**src/rtl/acc_mem_pkg.sv**
```systemverilog
// Shared types and constants for the accelerator memory arbiter.
// State encoding, default widths and HCB/ACB memory map.
package acc_mem_pkg;

  localparam int NUM_ACC_D  = 4;
  localparam int ADDR_W_D   = 16;
  localparam int RDATA_W_D  = 512;
  localparam int WDATA_W_D  = 32;
  localparam int RD_LAT_D   = 1;

  localparam logic [15:0] HCB_START  = 16'h0000;
  localparam logic [15:0] HCB_OFFSET = 16'h0040;
  localparam logic [15:0] ACB_START  = 16'h4000;
  localparam logic [15:0] ACB_OFFSET = 16'h0040;

  typedef enum logic [1:0] {
    IDLE,
    ISSUE,
    WAIT,
    RESP
  } arb_state_t;

endpackage

```
**src/rtl/acc_rr_picker.sv**
```systemverilog
// Round-robin picker: first requester at or after ptr.
// Purely combinational; wraps modulo N.
module acc_rr_picker
  import acc_mem_pkg::*;
#(
  parameter int N  = NUM_ACC_D,
  parameter int PW = (N > 1) ? $clog2(N) : 1
) (
  input  logic [N-1:0]  req,
  input  logic [PW-1:0] ptr,
  output logic [N-1:0]  grant,
  output logic [PW-1:0] idx,
  output logic          any
);

  logic [PW:0] pos;

  // Scan N slots starting at ptr, keep the first hit
  always_comb begin
    grant = '0;
    idx   = '0;
    any   = 1'b0;
    pos   = '0;
    for (int k = 0; k < N; k++) begin
      pos = {1'b0, ptr} + (PW+1)'(k);
      if (pos >= (PW+1)'(N))
        pos = pos - (PW+1)'(N);
      if (!any && req[pos[PW-1:0]]) begin
        any               = 1'b1;
        grant[pos[PW-1:0]] = 1'b1;
        idx               = pos[PW-1:0];
      end
    end
  end

endmodule

```
**src/rtl/acc_mem_arbiter.sv**
```systemverilog
// Round-robin arbiter sharing the accelerator data-memory port.
// One transaction in flight; stalls in ISSUE while the CPU holds memory.
module acc_mem_arbiter
  import acc_mem_pkg::*;
#(
  parameter int NUM_ACC          = NUM_ACC_D,
  parameter int ADDR_SIZE        = ADDR_W_D,
  parameter int READ_DATA_SIZE   = RDATA_W_D,
  parameter int WRITE_DATA_SIZE  = WDATA_W_D,
  parameter int MEM_READ_LATENCY = RD_LAT_D
) (
  input  logic                            clk,
  input  logic                            rst,
  input  logic [NUM_ACC-1:0]              acc_read_en,
  input  logic [NUM_ACC*ADDR_SIZE-1:0]    acc_read_addr,
  input  logic [NUM_ACC-1:0]              acc_write_en,
  input  logic [NUM_ACC*ADDR_SIZE-1:0]    acc_write_addr,
  input  logic [NUM_ACC*WRITE_DATA_SIZE-1:0] acc_write_data,
  output logic [READ_DATA_SIZE-1:0]       acc_read_data,
  output logic [NUM_ACC-1:0]              acc_read_data_valid,
  output logic [NUM_ACC-1:0]              acc_write_done,
  input  logic                            mem_busy,
  output logic                            mem_read_en,
  output logic [ADDR_SIZE-1:0]            mem_read_addr,
  input  logic [READ_DATA_SIZE-1:0]       mem_read_data,
  output logic                            mem_write_en,
  output logic [ADDR_SIZE-1:0]            mem_write_addr,
  output logic [WRITE_DATA_SIZE-1:0]      mem_write_data
);

  localparam int PW = $clog2(NUM_ACC);
  localparam int CW = $clog2(MEM_READ_LATENCY + 1);

  arb_state_t                 state;
  logic [PW-1:0]              rr_ptr;
  logic [PW-1:0]              gnt;
  logic                       op_wr;
  logic [ADDR_SIZE-1:0]       addr_q;
  logic [WRITE_DATA_SIZE-1:0] wdata_q;
  logic [CW-1:0]              lat_cnt;
  logic [READ_DATA_SIZE-1:0]  rdata_q;
  logic [NUM_ACC-1:0]         rvalid_q;
  logic [NUM_ACC-1:0]         wdone_q;

  logic [NUM_ACC-1:0]         req;
  logic [NUM_ACC-1:0]         pick_grant;
  logic [PW-1:0]              pick_idx;
  logic                       pick_any;
  logic                       pick_wr;
  logic [NUM_ACC-1:0]         gnt_oh;
  logic [PW-1:0]              next_ptr;
  logic                       issue;

  assign req = acc_read_en | acc_write_en;

  acc_rr_picker #(
    .N  (NUM_ACC),
    .PW (PW)
  ) u_picker (
    .req   (req),
    .ptr   (rr_ptr),
    .grant (pick_grant),
    .idx   (pick_idx),
    .any   (pick_any)
  );

  // Writes win over a read from the same accelerator
  assign pick_wr  = |(pick_grant & acc_write_en);
  assign gnt_oh   = NUM_ACC'(1) << gnt;
  assign next_ptr = (gnt == PW'(NUM_ACC - 1)) ? '0 : gnt + 1'b1;
  assign issue    = (state == ISSUE) && !mem_busy;

  assign mem_read_en    = issue && !op_wr;
  assign mem_read_addr  = mem_read_en ? addr_q : '0;
  assign mem_write_en   = issue && op_wr;
  assign mem_write_addr = mem_write_en ? addr_q : '0;
  assign mem_write_data = mem_write_en ? wdata_q : '0;

  assign acc_read_data       = rdata_q;
  assign acc_read_data_valid = rvalid_q;
  assign acc_write_done      = wdone_q;

  // Arbitration FSM with latched transaction and response pulses
  always_ff @(posedge clk) begin
    if (rst) begin
      state    <= IDLE;
      rr_ptr   <= '0;
      gnt      <= '0;
      op_wr    <= 1'b0;
      addr_q   <= '0;
      wdata_q  <= '0;
      lat_cnt  <= '0;
      rdata_q  <= '0;
      rvalid_q <= '0;
      wdone_q  <= '0;
    end else begin
      rvalid_q <= '0;
      wdone_q  <= '0;
      unique case (state)
        IDLE: begin
          if (pick_any) begin
            gnt     <= pick_idx;
            op_wr   <= pick_wr;
            addr_q  <= pick_wr
                     ? acc_write_addr[pick_idx*ADDR_SIZE +: ADDR_SIZE]
                     : acc_read_addr[pick_idx*ADDR_SIZE +: ADDR_SIZE];
            wdata_q <= acc_write_data[pick_idx*WRITE_DATA_SIZE +: WRITE_DATA_SIZE];
            state   <= ISSUE;
          end
        end
        ISSUE: begin
          if (!mem_busy) begin
            rr_ptr <= next_ptr;
            if (op_wr) begin
              wdone_q <= gnt_oh;
              state   <= RESP;
            end else begin
              lat_cnt <= CW'(1);
              state   <= WAIT;
            end
          end
        end
        WAIT: begin
          if (lat_cnt == CW'(MEM_READ_LATENCY)) begin
            rdata_q  <= mem_read_data;
            rvalid_q <= gnt_oh;
            state    <= RESP;
          end else begin
            lat_cnt <= lat_cnt + 1'b1;
          end
        end
        RESP:    state <= IDLE;
        default: state <= IDLE;
      endcase
    end
  end

endmodule

```
**config.mk**
```make
export PLATFORM = sky130hd
export DESIGN_NAME = acc_mem_arbiter
export DESIGN_NICKNAME = d
export VERILOG_FILES = /design/src/rtl/acc_mem_pkg.sv /design/src/rtl/acc_rr_picker.sv /design/src/rtl/acc_mem_arbiter.sv
export SDC_FILE = /design/constraint.sdc
export NUM_CORES = 1
export LEC_CHECK = 0
export CELL_PAD_IN_SITES_DETAIL_PLACEMENT = 0
export CELL_PAD_IN_SITES_GLOBAL_PLACEMENT = 1
export CORE_AREA = 3 3 538 540
export CTS_CLUSTER_SIZE = 25
export DETAILED_ROUTE_END_ITERATION = 12
export DIE_AREA = 0 0 541 543
export GPL_TIMING_DRIVEN = 0
export PLACE_DENSITY = 0.4
export SLEW_MARGIN = 20
export SYNTH_ARGS = -nofsm -noshare
export SYNTH_HDL_FRONTEND = slang
export SYNTH_SLANG_ARGS = --single-unit
```
**constraint.sdc**
```tcl
create_clock -name clk -period 5 [get_ports clk]
set_input_delay 1 -clock clk [delete_from_list [all_inputs] [get_ports clk]]
set_output_delay 1 -clock clk [all_outputs]
set_load 0.02 [all_outputs]
```
==> run metrics <==
Final #Nets=4995; Area contributors post-synth=dfxtp_1 (52%), nand2_1 (19%), a21oi_1 (12%); Async S/R FF share, synth=0%; Synth Flop Type=dfxtp_1; most common cell after layout, fill and taps aside=clkdlybuf4s50_1; Yosys top cell by area=dfxtp_1; register area share after synthesis=51.9%; Cell variety after synth=46; r2r endpoint=addr_q[7]$_SDFFE_PP0P_; Reg-to-Reg Start=rr_ptr[1]$_SDFFE_PP0P_; initial antenna violation count=93; Crit Path Class=register to register; layout cells sized above 1=5.75%; largest net degree at the start of global routing=15; Die Y=543 microns; Worst Setup SP=rr_ptr[1]$_SDFFE_PP0P_; num rows=196; total CTS buffers=89; routability cong.=0.847; final hold vios=0; Final TNS setup=0 ps; area of the multi-input gates=between 9000 and 10000 sq um; startpoint type of the worst setup path=register; status=completed; die area=294000 sq um; number of gates resized after cts=0; max-cap violations=0; final core utilization=15.3%; most frequent cells in the layout=clkdlybuf4s50_1 (1363), nand2_1 (1106), dfxtp_1 (576); Setup Skew=73.5 ps; met2 wire length=95800 microns; Port Buffer Count=1363; routed vias=about 26000; Slew HR=30.3%; synthesized area per cell=8.10 sq um; hpwl dp=171000 microns; Post-CTS Setup Bufs=0; routed length per instance=24.7 microns; routed vias/inst=3.23; Leak Pwr=13.8 nW; initial cell density of the core=a little under 8%; clock slew at reported path FFs=60 ps; Fmax=between 200 and 250 MHz; number of global-route vias before repair=26100; CTS sink cnt=576; Total Power=between 0.015 and 0.02 W; VDD IR max=0.000206 V; TritonCTS clock tree=done; Worst-Margin Slew=1050 ps; RSZ-0062 raised after global routing=false; first-pass GRT wire length=255000 microns; DRT Pass-1 Iters=5; CP endpoint kind=register; area growth from synthesis to layout=96.1%; Clock H-tree levels=3; number of placed instances with taps included=~7900; final hold slack=451 ps; synthesized cell area=22200 sq um; worst endpoint required time=approximately 5600 ps; met3 wire length=20300 microns; Max Fanout on Critical Path=10; Yosys reg bits=576; r2r setup slk=about 470 ps; HP Class=register to register; Mapped Cells=approximately 2700; Pwr per Cell Area=357 nW/um^2; IO Pins=roughly 1400; final routed DRC violation total=0; EDFF count, synth=0; hold_buf cts=0; # setup viols final=0; DR iter-0 viols=1334; CTS root buffer=clkbuf_16; Period minus WS final=roughly 4500 ps; R2R cell count=12; Ys Warns=0; fin crit share=90.6%; syn nets=3538; Final Max Tran Viols=0; WL final=198000 microns; top sig layer=met5; later-pin clock latency in the skew report=800 ps; GR Overflow Total=0; CTS Buffer Depth=4; routed length on met1=a little under 80000 microns; Layout Cells excl Fill=8047; Worst EP arrival=slightly above 5000 ps; post-synth top area share=51.9%; Worst Setup EP=addr_q[7]$_SDFFE_PP0P_; core area=285000 sq um; Die X=541 microns; sequential cell area=roughly 12000 sq um; Final ANT Viol Nets=0; fill count=32500; GRT Util Overall=12.8%
sequential cells by signal (all words and copies together) (netlist names):
name                 flops
acc_read_data_valid      4
addr_q                  16
rr_ptr                   2
op_wr                    1
state                    2
acc_read_data          512
gnt                      2
acc_write_done           4
wdata_q                 32
lat_cnt                  1
routing by layer:
layer	up-vias	GRT usage [%]
met5	-	0
met4	74	2.63
met3	272	5.55
met2	1245	22.4
met1	12400	14.5
li1	12100	-
per-stage QoR:
step	instance area, sq um	worst slack [ps]
floorplan	22200	1630
global placement	40600	-0.585
detailed placement	40700	57.7
CTS	43500	416
global route	43500	113
finish	43600	471
area by class of cell:
| cell class | instances | share of cell area (%) |
|---|---|---|
| Clock inverter | 33 | 0.801 |
| Multi-Input combinational cell | 1938 | 22.4 |
| Sequential cell | 576 | 26.5 |
| Antenna cell | 23 | 0.132 |
| Timing Repair Buffer | 1366 | 31.5 |
| Inverter | 7 | 0.0603 |
| Tap cell | 3762 | 10.8 |
| Clock buffer | 120 | 5.77 |
| Buffer | 222 | 2.07 |
how the worst min path moves through the flow:
stage                               startpoint                              end  slack (ps)  depth (start not counted)
6_report        acc_read_data[21]$_SDFFE_PP0P_   acc_read_data[21]$_SDFFE_PP0P_         450                          2
5_1_grt        acc_read_data[149]$_SDFFE_PP0P_  acc_read_data[149]$_SDFFE_PP0P_         470                          2
4_1_cts               wdata_q[27]$_SDFFE_PP0P_         wdata_q[27]$_SDFFE_PP0P_         450                          2
3_5_place_dp   acc_read_data[372]$_SDFFE_PP0P_  acc_read_data[372]$_SDFFE_PP0P_         450                          2
3_3_place_gp   acc_read_data[255]$_SDFFE_PP0P_  acc_read_data[255]$_SDFFE_PP0P_         440                          2
2_1_floorplan         wdata_q[31]$_SDFFE_PP0P_         wdata_q[31]$_SDFFE_PP0P_         430                          2
worst max-delay path, stage by stage, from the launching register on:
cell	delay, ps
dfxtp_1	400
clkbuf_1	370
inv_1	260
ha_1	480
clkbuf_1	390
nand2_1	110
o2111ai_1	130
o221a_2	220
buf_2	410
buf_2	470
mux4_2	620
o22ai_1	410
nor3_1	80
cell usage after synthesis (2+ instances only):
| master | count |
|---|---|
| nor2_1 | 36 |
| buf_2 | 15 |
| nand3_1 | 6 |
| a311oi_1 | 3 |
| and3_1 | 49 |
| and2_1 | 17 |
| nor3_1 | 21 |
| nand2b_1 | 6 |
| o2111ai_1 | 2 |
| nand4_1 | 3 |
| buf_6 | 4 |
| a21oi_1 | 552 |
| mux2i_1 | 2 |
| dfxtp_1 | 576 |
| mux4_2 | 65 |
| a211oi_1 | 2 |
| a22oi_1 | 4 |
| o21ai_0 | 3 |
| buf_1 | 9 |
| nor2b_1 | 4 |
| a22o_1 | 2 |
| nand2_1 | 1106 |
| ha_1 | 16 |
| clkbuf_1 | 194 |
| inv_1 | 7 |
| a31oi_1 | 2 |
| or2_2 | 3 |
| o22ai_1 | 16 |
power breakdown:
group	leakage, nW	switching [W]	internal [W]
Combinational	7.74	0.00232	0.00164
Clock	1.39	0.00257	0.00373
Sequential	4.66	0.000317	0.00497
Total	13.8	0.00521	0.0103
logic make-up (layout without fill, tap and decap cells):
family / Yosys count / count (layout) / synth area share [%]
multiplexers: 68 / 68 / 6.80
flip-flops: 576 / 576 / 51.9
AO/OA/AOI/OAI: 598 / 598 / 13.9
buffers and inverters: 229 / 1748 / 4.09
adder cells (fa/ha/maj): 16 / 16 / 0.901
AND/OR/NAND/NOR: 1256 / 1256 / 22.4
other: 0 / 23 / 0
No activity file was read; power rests on OpenSTA's default activity.
